--- src/rtl/alu_arbiter.sv ---
// Round-robin arbiter that feeds a shared single-cycle ALU into a one-entry
// output register. The result is presented one cycle after a request is accepted.
module alu_arbiter #(
  parameter int unsigned WIDTH   = 32,
  parameter int unsigned NUM_REQ = 4,
  localparam int unsigned IdW    = $clog2(NUM_REQ)
) (
  input  logic                     clk,
  input  logic                     reset,
  input  logic [NUM_REQ-1:0]       req_valid,
  input  logic [NUM_REQ*3-1:0]     req_op,
  input  logic [NUM_REQ*WIDTH-1:0] req_left,
  input  logic [NUM_REQ*WIDTH-1:0] req_right,
  output logic [NUM_REQ-1:0]       req_ready,
  output logic                     out_valid,
  input  logic                     out_ready,
  output logic [WIDTH-1:0]         out_data,
  output logic [IdW-1:0]           out_id
);

  typedef enum logic {StEmpty, StFull} state_e;

  state_e            state_q, state_d;
  logic [IdW-1:0]    ptr_q, ptr_d, id_q, grant_idx;
  logic [WIDTH-1:0]  data_q, alu_result, opa, opb;
  logic [2:0]        op;
  logic [WIDTH+31:0] shamt_ext;
  logic              shamt_big, grant_found, can_load, transfer;
  int unsigned       cand, sel;

  // First valid requester at or after ptr, searching cyclically.
  always_comb begin
    grant_found = 1'b0;
    grant_idx   = '0;
    cand        = 0;
    for (int unsigned k = 0; k < NUM_REQ; k++) begin
      cand = 32'(ptr_q) + k;
      if (cand >= NUM_REQ) cand = cand - NUM_REQ;
      if (!grant_found && req_valid[cand]) begin
        grant_found = 1'b1;
        grant_idx   = IdW'(cand);
      end
    end
  end

  // Reset is folded in so req_ready stays low for the whole reset window.
  assign can_load = reset && ((state_q == StEmpty) || out_ready);
  assign transfer = can_load && grant_found;

  always_comb begin
    req_ready = '0;
    if (transfer) req_ready[grant_idx] = 1'b1;
  end

  always_comb begin
    sel = 32'(grant_idx);
    op  = req_op[sel*3 +: 3];
    opa = req_left[sel*WIDTH +: WIDTH];
    opb = req_right[sel*WIDTH +: WIDTH];
  end

  assign shamt_ext = {32'b0, opb};
  assign shamt_big = shamt_ext >= (WIDTH+32)'(WIDTH);

  always_comb begin
    alu_result = '0;
    unique case (op)
      3'd0: alu_result = opa + opb;
      3'd1: alu_result = opa - opb;
      3'd2: alu_result = opa * opb;
      3'd3: alu_result = opa & opb;
      3'd4: alu_result = opa | opb;
      3'd5: alu_result = opa ^ opb;
      3'd6: alu_result = shamt_big ? '0 : (opa << opb);
      3'd7: alu_result = shamt_big ? '0 : (opa >> opb);
      default: alu_result = '0;
    endcase
  end

  always_comb begin
    state_d = state_q;
    ptr_d   = ptr_q;
    if (transfer) begin
      state_d = StFull;
      ptr_d   = (grant_idx == IdW'(NUM_REQ - 1)) ? '0 : grant_idx + 1'b1;
    end else if ((state_q == StFull) && out_ready) begin
      state_d = StEmpty;
    end
  end

  always_ff @(posedge clk or negedge reset) begin
    if (!reset) begin
      state_q <= StEmpty;
      ptr_q   <= '0;
      data_q  <= '0;
      id_q    <= '0;
    end else begin
      state_q <= state_d;
      ptr_q   <= ptr_d;
      if (transfer) begin
        data_q <= alu_result;
        id_q   <= grant_idx;
      end
    end
  end

  assign out_valid = (state_q == StFull);
  assign out_data  = data_q;
  assign out_id    = id_q;

endmodule

--- config.mk ---
export PLATFORM = sky130hd
export DESIGN_NAME = alu_arbiter
export DESIGN_NICKNAME = d
export VERILOG_FILES = /design/src/rtl/alu_arbiter.sv
export SDC_FILE = /design/constraint.sdc
export NUM_CORES = 2
export LEC_CHECK = 0
export BUFFER_PORTS_ARGS = -buffer_cell sky130_fd_sc_hd__buf_2
export CAP_MARGIN = 20
export CORE_MARGIN = 2
export CORE_UTILIZATION = 60
export DETAILED_ROUTE_END_ITERATION = 6
export GPL_TIMING_DRIVEN = 0
export PLACE_DENSITY = 0.83
export REMOVE_ABC_BUFFERS = 1
export SYNTH_ARGS = -nofsm -noshare
export SYNTH_HDL_FRONTEND = slang
export SYNTH_SLANG_ARGS = --single-unit
--- constraint.sdc ---
create_clock -name clk -period 15.8 [get_ports clk]
set_clock_uncertainty 0.05 [all_clocks]
set_input_delay 0.79 -clock clk [delete_from_list [all_inputs] [get_ports clk]]
set_output_delay 0.79 -clock clk [all_outputs]
set_load 0.1 [all_outputs]
-- After elaboration in Yosys (flattened, before gate mapping)
Index checks and enable logic that the tools add are counted.
- $add $sub $neg: 10
- multiply operators: 2
- div/mod/pow operators: 0
- magnitude comparators: 11
- equal/unequal tests: 8
- shift-type cells: 5
- muxes and demuxes: 29
- bitwise gates (word level): 4
- reduce and logical (&&, ||, !) cells: 13
- operators by type and width (operator ; number):
    32-bit case mux with 8 select lines ; 1
    128-bit by 8-bit indexed part select with 32-bit output ; 2
    32-bit 2-to-1 mux ; 6
    32-bit by 3-bit < comparator with 1-bit output, second input constant ; 4
    32-bit adder ; 1
    32-bit bitwise AND ; 1
    32-bit by 6-bit >= comparator with 1-bit output, second input constant ; 1
    32-bit by 32-bit multiplier with 32-bit output ; 1
    32-bit OR ; 1
    32-bit by 32-bit << shifter with 32-bit output ; 1
    32-bit by 32-bit >> shifter with 32-bit output ; 1
    32-bit subtractor ; 1
    32-bit bitwise XOR ; 1
    3-bit == test, second input constant ; 4
    12-bit by 5-bit indexed part select with 3-bit output ; 1
    3-bit by 3-bit subtractor with 4-bit output, second input constant ; 3
    1-bit 2-to-1 mux ; 11
    2-bit 2-to-1 mux ; 5
    3-bit >= comparator, second input constant ; 3
    1-bit binary-select mux with 2-bit select ; 4
    1-bit logical AND ; 7
    2-bit by 2-bit adder with 3-bit output, second input constant ; 2
    3-bit by 2-bit == test with 1-bit output, second input constant ; 2
    2-bit by 2-bit multiplier with 4-bit output, second input constant ; 1
    other kinds (15) ; 17
- register bits: 37
- latch bits: 0
- bits in writable memories: 0
- ROM bits: 0
- input port bits: 275
- output and inout bits: 39
- logic and storage cells: 86
- memories kept: 0

-- Depth between registers and ports, before layout
- depth after elaboration: 19
- gate-level depth with buffers: 41
- gate-level depth less buffers: 35

-- Worst setup path after synthesis
Ideal clock, no wire load.
- kind: input -> register
- start point: input port req_valid[0]
- end point: register data_q[31], in the netlist out_data[31]
- setup time: 0.082 ns
- data arrival time: 9.972 ns
- data required time: 15.668 ns
- setup slack: 5.696 ns
- stages: 41
- path buffers: 8
- path through: and2_1 > and2_1 > buf_2 > nor3_4 > inv_4 > buf_6 > buf_6 > buf_2 > mux2i_1 > mux2_2 > clkbuf_1 > clkbuf_1 > clkbuf_1 > clkbuf_1 > nor2_1 > fa_1 > inv_1 > fa_1 > [5 not listed] > inv_1 > fa_1 > inv_1 > fa_1 > ha_1 > o21a_1 > o21ai_0 > nor3_1 > a21oi_1 > o221ai_1 > o31a_1 > a221o_1 > o41a_1 > a21o_1 > a21oi_1 > xor2_1 > nand2_1 > a31oi_1
- cells in the longest elaborated chain, start to end: 16
- elaborated cells on any way between the ends: 47
- classes of those cells: add/sub: 2; mul: 2; order compare: 1; eq/ne: 7; shift: 5; mux: 19; bitwise: 3; reduce/logical: 8
- RTL lines (item ; RTL line ; text):
    start, declared ; 10 ; input logic [NUM_REQ-1:0] req_valid,
    parallel branches: the longest is 16 deep, another holds 1-bit binary-select mux with 2-bit select ; n/a ;
    end signal, assigned ; 101 ; data_q <= alu_result;
    end, declared ; 25 ; logic [WIDTH-1:0] data_q, alu_result, opa, opb;
Parallel ways; which one is timed is not known. The select of a mux whose other input is x is not followed.
A chain may end at the register's enable or synchronous reset.

-- Worst setup path in the final report
Ends and elaborated chain as after synthesis.

==> key figures <==
Yosys
  • Top-area cell type share of the netlist area: 31.00%
  • Cell Area, Synth: 0.02642 mm2
  • Distinct cells, synth: 84
  • Synthesis-stage register bit count: 37
  • Sequential fraction of the synthesis area: 3.505%
  • Biggest area consumer among synthesized cells: fa_1
  • Ys flop type: dfrtp_1
  • Top post-synthesis cells by area: fa_1 (31%), ha_1 (11%), mux2i_1 (7.4%), nor2_1 (6.7%), inv_1 (6.3%)
  • Post-synthesis mux area share: just over 8%
  • Post-Synth XOR/XNOR Area: 4.751%
  • Ys async rst share: between 90% and 100%
  • Synth Area in Compound Gates: around 14%
  • Synthesis Warnings: 0
  • Synth Area in Adders: approximately two fifths
  • Syn Inst Count: 3,374
  • Post-synthesis simple-gate area fraction: 17.54%
  • Post-synth EDFFs: 0
  • Most frequent cell after synthesis: nor2_1
  • Synth Area per Inst: 7.829 um2
  • Top cells by count, synth: nor2_1 (469), inv_1 (441), fa_1 (409), nand2_1 (357), ha_1 (223)
  • Largest family of logic cells by synthesized area: adder cells

Place
  • PortBufs: 313
  • Dpl hpwl: 81,530 um
  • DP Cell Count: between 4,000 and 5,000
  • Area after DPL: roughly 0.029 mm2
  • Final Wtd Congestion: roughly 1.1

STA
  • Fin. Hold Viols: 0
  • Final Setup Violations: 0
  • Slew margin rel.: 17.64%
  • Final period utilization: 77.64%
  • Actual slew at the worst max-slew pin: approximately 1.2 ns
  • Final Critical Period: 12.27 ns
  • Fin. max-slew vios: 0
  • F_max: 81.52 MHz
  • RSZ-0062 raised after global routing: no

Die
  • CORE AREA: 0.04327 mm2
  • Die Ht: roughly 210 um
  • Die ar.: 0.04572 mm2
  • FP Rows: 76
  • IO Count: around 310
  • Initial Utilization: approximately three fifths
  • Die W: between 200 and 250 um

Clocking
  • Max Buffers Root-to-Sink: 2
  • Cts-stage hold buffer count: 0
  • Clock sinks: 37
  • Post-CTS Setup Repair Bufs: 0
  • Clk_lat worst skew: roughly 0.30 ns
  • TritonCTS buffer count: 5
  • H-tree levels: 2
  • CTS tree: yes
  • Worst-path clk slew: 0.07 ns
  • Resized cells post-CTS: 0
  • Root Driver: clkbuf_16

Global routing
  • First-pass GRT wire length: between 150,000 and 200,000 um
  • GRT Util Overall: between 40% and 50%
  • Remaining global-route overflow: 0
  • Vias in the first global route: between 20,000 and 30,000
  • Initial antenna violation count: 7
  • Largest net degree at the start of global routing: just under 80

Layout
  • Fin area: 0.02921 mm2
  • Fraction of layout cells with a size suffix above 1: 13.06%
  • Fin cells: roughly 4,100
  • Synthesis-to-finish area growth: 10.59%
  • Fin nets: roughly 4,400
  • Final core occ: 67.52%

Critical path
  • Req. time, crit path: about 16 ns
  • Critical Path AT: 12.44 ns
  • Crit. End Element: flip-flop
  • Kind of critical path: primary input to flip-flop
  • Worst reg2reg setup slack: around 3.7 ns
  • Worst r2r path cells: 32
  • Crit path max-delay cell type: nor2_1
  • CP dominant cell by count: fa_1
  • RR Endpoint: out_data[31]$_DFFE_PN0P_
  • Setup crit start kind: primary input
  • RR Startpoint: ptr_q[0]$_DFFE_PN0P_
  • Crit path largest cell delay: 0.91 ns
  • CP Max Fanout: 31

Status
  • Status: complete, but fails checks
  • Failing checks: design-rule violations

Route
  • Post-DR wirelength/cell: 26.04 um
  • 1st-iter DRT viols: ~4,000
  • Detail Route Antenna Nets: 0
  • Post-route DRC: 3
  • First-pass iteration count of the detailed router: 7
  • Final wirelength: 107,500 um
  • Drt via density: about 6.7
  • Via count: 27,520

Hold path
  • Hold WC Path Type: primary input to async pin

Run
  • Max Cap Viol: 0
per-layer routing:
layer	GRT usage, %	part of all wire [%]
met1	55.60	33
met2	70.10	40
met3	19.10	17
met4	36.78	10
met5	0	0.028
through the flow:
stage	worst slack (ns)	hold slack [ns]	setup TNS, ns
after floorplan	4.273	0.4444	0
after detailed placement	3.736	0.4160	0
after global placement	-0.3456	0.4083	-0.5302
after CTS	3.986	0.4310	0
final	3.533	0.3809	0
after global routing	3.363	0.4108	0
registers in the layout (all words and copies together), names as in the netlist:
register and cells:
out_data 32, out_id 2, ptr_q 2, out_valid 1
cell usage in the layout, fill, tap and decap left out, types with 17 or more instances in the layout:
| master | netlist | final |
|---|---|---|
| and3_1 | 29 | 29 |
| buf_16 | 0 | 19 |
| nand2b_1 | 21 | 21 |
| nand2_1 | 357 | 356 |
| mux2i_1 | 196 | 174 |
| inv_1 | 441 | 438 |
| nand3_1 | 105 | 105 |
| fa_1 | 409 | 409 |
| ha_1 | 223 | 223 |
| buf_2 | 36 | 313 |
| xnor2_1 | 102 | 102 |
| a21oi_1 | 123 | 123 |
| a21o_1 | 27 | 27 |
| a31oi_1 | 29 | 29 |
| and2_1 | 20 | 19 |
| dfrtp_1 | 37 | 37 |
| o21ai_0 | 160 | 160 |
| nor3_1 | 37 | 37 |
| a221oi_1 | 17 | 17 |
| a211oi_1 | 50 | 50 |
| nor2_1 | 469 | 468 |
| xor2_1 | 31 | 31 |
| o22ai_1 | 23 | 23 |
cell families after synthesis:
family                   count (synthesis)
buffers and inverters                  673
XOR/XNOR                               137
AO/OA/AOI/OAI                          589
adder cells (fa/ha/maj)                632
flip-flops                              37
multiplexers                           216
AND/OR/NAND/NOR                       1090
critical path: cells and delay by family:
family,cells,cell delay (ns)
compound gates,12,3.65
xor+xnor,1,0.31
fa+ha+maj,9,3.73
buf+inv,5,1.84
simple gates,6,2.04
area by class of cell:
class / count / area, um2
inverters: 462 / 1744
clock inverters: 3 / 43.79
fillers: 3609 / 14050
diodes: 3 / 7.507
well taps: 585 / 732.0
multi-input cells: 2664 / 23080
flip-flops and latches: 37 / 925.9
repair buffers: 367 / 2559
clock buffers: 5 / 125.1
how the worst max path moves through the flow:
| stage | from | to | slack, ns |
|---|---|---|---|
| finish | req_valid[0] | out_data[31]$_DFFE_PN0P_ | 3.53 |
| global route | req_valid[0] | out_data[31]$_DFFE_PN0P_ | 3.36 |
| CTS | req_valid[0] | out_data[31]$_DFFE_PN0P_ | 3.99 |
| detailed placement | req_valid[0] | out_data[31]$_DFFE_PN0P_ | 3.74 |
| global placement | req_valid[0] | out_data[31]$_DFFE_PN0P_ | -0.35 |
| floorplan | req_valid[0] | out_data[31]$_DFFE_PN0P_ | 4.27 |
Power is left out: the tool's default activity adds up to more than one toggle a clock period on the data nets, which glitch-free logic cannot reach.
